<file path="src/rtl/filter_apb_mst_pkg.sv">
// Shared types and constants for the filter_apb_mst APB initiator.
package filter_apb_mst_pkg;

    localparam int unsigned APB_ADDR_W          = 8;
    localparam int unsigned APB_DATA_W          = 32;
    localparam int unsigned TIMEOUT_CYC_DEFAULT = 16;

    typedef enum logic [1:0] {
        IDLE   = 2'd0,
        SETUP  = 2'd1,
        ACCESS = 2'd2,
        RESP   = 2'd3
    } state_e;

endpackage

</file>
<file path="src/rtl/filter_apb_mst.sv">
// Single-outstanding APB initiator: turns one command into one APB transfer
// and returns one response.
// Optional access timeout is enabled by defining FILTER_APB_MST_TIMEOUT_EN.
module filter_apb_mst
    import filter_apb_mst_pkg::*;
#(
    parameter int unsigned TIMEOUT_CYC = TIMEOUT_CYC_DEFAULT
) (
    input  logic                  pclk,
    input  logic                  presetn,
    // command channel
    input  logic                  cmd_valid,
    output logic                  cmd_ready,
    input  logic                  cmd_write,
    input  logic [APB_ADDR_W-1:0] cmd_addr,
    input  logic [APB_DATA_W-1:0] cmd_wdata,
    // response channel
    output logic                  rsp_valid,
    input  logic                  rsp_ready,
    output logic [APB_DATA_W-1:0] rsp_rdata,
    output logic                  rsp_err,
    output logic                  rsp_timeout,
    // APB initiator
    output logic [APB_ADDR_W-1:0] paddr,
    output logic                  psel,
    output logic                  penable,
    output logic                  pwrite,
    output logic [APB_DATA_W-1:0] pwdata,
    input  logic [APB_DATA_W-1:0] prdata,
    input  logic                  pready,
    input  logic                  pslverr,
    output logic                  busy
);

    state_e                  state_q, state_d;
    logic                    rst_done_q;
    logic                    write_q, write_d;
    logic [APB_ADDR_W-1:0]   addr_q, addr_d;
    logic [APB_DATA_W-1:0]   wdata_q, wdata_d;
    logic [APB_DATA_W-1:0]   rdata_q, rdata_d;
    logic                    err_q, err_d;
    logic                    accept;
    logic                    misaligned;
    logic                    tmo_hit;

    assign accept     = cmd_valid & cmd_ready;
    assign misaligned = (cmd_addr[1:0] != 2'b00);

`ifdef FILTER_APB_MST_TIMEOUT_EN
    logic [7:0] cnt_q, cnt_d;
    logic       tout_q, tout_d;

    assign tmo_hit = (state_q == ACCESS) && !pready && (cnt_q == 8'(TIMEOUT_CYC - 1));

    // Wait-state counter: cleared while entering ACCESS, counts pready=0 cycles.
    always_comb begin
        cnt_d  = cnt_q;
        tout_d = tout_q;
        if (state_q == SETUP) begin
            cnt_d = '0;
        end else if ((state_q == ACCESS) && !pready && !tmo_hit) begin
            cnt_d = cnt_q + 8'd1;
        end
        if (state_q == IDLE) begin
            tout_d = 1'b0;
        end else if (tmo_hit) begin
            tout_d = 1'b1;
        end
    end

    // Counter and timeout flag registers.
    always_ff @(posedge pclk or negedge presetn) begin
        if (!presetn) begin
            cnt_q  <= '0;
            tout_q <= 1'b0;
        end else begin
            cnt_q  <= cnt_d;
            tout_q <= tout_d;
        end
    end

    assign rsp_timeout = tout_q;
`else
    assign tmo_hit     = 1'b0;
    assign rsp_timeout = 1'b0;
`endif

    // State register.
    always_ff @(posedge pclk or negedge presetn) begin
        if (!presetn) begin
            state_q <= IDLE;
        end else begin
            state_q <= state_d;
        end
    end

    // Next-state logic.
    always_comb begin
        state_d = state_q;
        case (state_q)
            IDLE: begin
                if (accept) begin
                    state_d = misaligned ? RESP : SETUP;
                end
            end
            SETUP:  state_d = ACCESS;
            ACCESS: begin
                if (pready || tmo_hit) begin
                    state_d = RESP;
                end
            end
            RESP: begin
                if (rsp_ready) begin
                    state_d = IDLE;
                end
            end
            default: state_d = IDLE;
        endcase
    end

    // Control outputs decoded from the current state.
    always_comb begin
        cmd_ready = 1'b0;
        psel      = 1'b0;
        penable   = 1'b0;
        rsp_valid = 1'b0;
        busy      = (state_q != IDLE);
        case (state_q)
            IDLE:   cmd_ready = rst_done_q;
            SETUP:  psel      = 1'b1;
            ACCESS: begin
                psel    = 1'b1;
                penable = 1'b1;
            end
            RESP:   rsp_valid = 1'b1;
            default: ;
        endcase
    end

    // Command capture and response capture.
    always_comb begin
        write_d = write_q;
        addr_d  = addr_q;
        wdata_d = wdata_q;
        rdata_d = rdata_q;
        err_d   = err_q;
        if ((state_q == IDLE) && accept) begin
            write_d = cmd_write;
            addr_d  = cmd_addr;
            wdata_d = cmd_write ? cmd_wdata : '0;
            if (misaligned) begin
                rdata_d = '0;
                err_d   = 1'b1;
            end
        end else if ((state_q == ACCESS) && pready) begin
            rdata_d = write_q ? '0 : prdata;
            err_d   = pslverr;
        end else if (tmo_hit) begin
            rdata_d = '0;
            err_d   = 1'b1;
        end
    end

    // Datapath registers; reset clears everything including any pending command.
    always_ff @(posedge pclk or negedge presetn) begin
        if (!presetn) begin
            rst_done_q <= 1'b0;
            write_q    <= 1'b0;
            addr_q     <= '0;
            wdata_q    <= '0;
            rdata_q    <= '0;
            err_q      <= 1'b0;
        end else begin
            rst_done_q <= 1'b1;
            write_q    <= write_d;
            addr_q     <= addr_d;
            wdata_q    <= wdata_d;
            rdata_q    <= rdata_d;
            err_q      <= err_d;
        end
    end

    assign paddr     = addr_q;
    assign pwrite    = write_q;
    assign pwdata    = wdata_q;
    assign rsp_rdata = rdata_q;
    assign rsp_err   = err_q;

endmodule

</file>
<file path="config.mk">
export PLATFORM = sky130hd
export DESIGN_NAME = filter_apb_mst
export DESIGN_NICKNAME = d
export VERILOG_FILES = /design/src/rtl/filter_apb_mst_pkg.sv /design/src/rtl/filter_apb_mst.sv
export SDC_FILE = /design/constraint.sdc
export NUM_CORES = 1
export LEC_CHECK = 0
export ABC_AREA = 0
export CORE_MARGIN = 1
export CORE_UTILIZATION = 43
export DETAILED_ROUTE_END_ITERATION = 10
export MAX_ROUTING_LAYER = met4
export PLACE_DENSITY_LB_ADDON = 0.2
export SKIP_CTS_REPAIR_TIMING = 1
export SYNTH_ARGS = -nofsm -noshare
export SYNTH_HDL_FRONTEND = slang
export SYNTH_SLANG_ARGS = --single-unit
</file>
<file path="constraint.sdc">
create_clock -name pclk -period 4.8 [get_ports pclk]
set_input_delay 0.96 -clock pclk [delete_from_list [all_inputs] [get_ports pclk]]
set_output_delay 0.96 -clock pclk [all_outputs]
set_load 0.05 [all_outputs]
</file>
==> flow_summary.toml <==
[detailed_routing]
ant_nets = 0
vias = 2584
drt_iter0_markers = 161
drc_errors = 0
wl_um = 7870
post_drt_wl_per_cell_um = 15.4
dr.pass1.iters = 4
vias_per_cell = 5.07

[cts]
clockBufferDepth = 2
clockRootBuffer = "clkbuf_8"
h-tree-depth = 3
cts_made_buffers = 9
cts_tree = "built"
clock_latency_ps = 330
clkSinkCount = 77
clkTransAtPathRegs_ps = 80

[logic_synthesis]
synth_top_area_share_pct = 62.2
synth_top_family_by_area = "compound AO/OA/AOI/OAI gates"
synth_cells = 264
netlist_area_um2 = 3100
yosysUniqueCellTypes = 26
synth-seq-cells = 77
ys_seq_area_share_pct = 62.2
synth-adder-area-share_pct = 1.21
synth_area_per_cell_um2 = 11.7
synth_compound_area_share_pct = 17.2
yosys.area_share.simple_pct = 10.3
synth_area_leaders = "dfrtp_1 (62%), a32o_1 (10%), nand2_1 (7.8%), o21ai_0 (3.9%), mux2_2 (3.3%)"
synth_nets = 346
yosysWarnings = 0
yosysTopAreaCell = "dfrtp_1"
synthMuxAreaShare_pct = 3.27
synth-xor-area-share_pct = 0

[sta]
worst_pin_slew_ps = 1150
hold_viol = 0
period_share_pct = 65.6
drv_slew = 0
relSlewSlack_pct = 23.3
setup_ws_ps = 1650
clock_skew_ps = 4.94
finalSetupViolCount = 0
layout_min_cycle_time_ps = 3150
rsz0062_at_grt = "no"
tns_ps = 0
fmax_mhz = 318

[worst_hold_path]
hp-class = "reg2reg"

[setup_path]
startpoint_type = "register"
worstSetupPathType = "reg2out"
cp_data_arrival_time_ps = 2190
required_ps = 3840
path_max_fanout = 8
endpoint_kind = "output port"

[global_routing]
antenna_found_initial = 0
grtUsageTotal_pct = 22.1
grt_first_pass_wirelength_um = 12300
grt_overflow = 0
grt_max_degree = 78
grt_pass1_vias = 2537

[place]
finalWeightedCongestion = 0.772
hpwlAfterDp_um = 5330
place_ws_ps = 1660
io_buffer_count = 157
placed_area_um2 = 4650

[layout]
stdcell_area_um2 = 4840
drive_gt1_share_pct = 7.00
syn_to_final_growth_pct = 56.1
final_cell_mix = "clkdlybuf4s50_1 (156), dfrtp_1 (77), nand2_1 (64), a32o_1 (32), o21ai_0 (24)"
fin_nets = 491
final_common_cell = "clkdlybuf4s50_1"
antenna_cells = 0

[die]
die_h_um = 86.9
rows = 30
die-area_um2 = 7550
pin_count = 159
coreArea_um2 = 6870
die_w_um = 86.9
start_util_pct = 45.1

[power_and_ir_drop]
ir_worst_vdd_mv = 0.413
total_power_mw = 3.82
leakagePower_nw = 2.06
power.density_nw_per_um2 = 789

[status]
status = "finished clean"

[flow_run]
drv_cap = 0
==> per-stage QoR <==
stage	utilization, %	hold WS, ps	cells
final	70.4	482	510
after global routing	70.4	515	510
after CTS	70.4	491	510
after detailed placement	67.7	469	494
after global placement	67.7	462	494
after floorplan	-	500	264
==> critical path, stage by stage (launching register included) <==
cell             delay, ps
dfrtp_1                440
inv_1                   80
ha_1                   360
and2_1                 180
clkdlybuf4s50_1        790
==> final cells by class <==
class                      count  area [um2]
multi-input combinational    157        1000
inverter                       6        22.5
fill                         539        2030
tap                           96         120
timing repair buffer         158        1580
sequential                    77        1930
clock buffer                  10         128
clock inverter                 6        63.8
==> registers in the layout, indices dropped and copies added (netlist names) <==
register,flops
paddr,8
pwdata,32
pwrite,1
rsp_err,1
rsp_rdata,32
rst_done_q,1
state_q,2
==> report_power, final <==
part | internal (mW) | total [mW] | switching, mW | leakage [nW]
combinational | 0.765 | 2.26 | 1.50 | 0.971
sequential | 0.932 | 1.08 | 0.150 | 0.997
clock | 0.239 | 0.473 | 0.234 | 0.0923
==> worst paths after layout <==
| kind | from | endpoint | slack, ps | cells after the start |
|---|---|---|---|---|
| worst max-delay path | state_q[1] | cmd_ready | 1650 | 4 |
| worst min-delay path | pwdata[29] | pwdata[29] | 480 | 2 |
| worst max register to register | state_q[1] | rsp_rdata[4] | 2250 | 5 |
| worst min register to register | pwdata[29] | pwdata[29] | 480 | 2 |
| max in group asynchronous | presetn | pwdata[11] | 3420 | 1 |
| min in group asynchronous | presetn | rsp_rdata[22] | 760 | 1 |
==> cells by family after synthesis <==
family / count (synthesis)
flops: 77
mux: 9
fa+ha+maj: 3
buf+inv: 30
other cells: 2
compound gates: 70
simple gates: 73
==> Yosys cell counts <==
library cell	n
nand4bb_1	1
mux2_2	9
o21ai_0	24
o32a_1	1
nor2b_1	2
inv_1	6
o2111a_1	1
a211oi_1	1
conb_1	2
o21ai_1	9
a22oi_1	1
nand3_1	1
nor4b_1	1
buf_4	6
and2_1	1
nor3b_1	1
buf_2	5
clkbuf_1	9
a32o_1	32
nand3_4	1
ha_1	3
a31oi_2	1
buf_6	4
nand2_1	64
and3_4	1
dfrtp_1	77
==> metal layers <==
| layer | GRT usage [%] | up-vias | part of all wire, % |
|---|---|---|---|
| met1 | 28.2 | 1249 | 43 |
| met5 | - | - | 0 |
| met3 | 5.31 | 12 | 7.2 |
| met2 | 34.6 | 103 | 48 |
| met4 | 8.18 | 0 | 1.7 |
| li1 | - | 1220 | - |
Power figures use the tool's default switching activity.
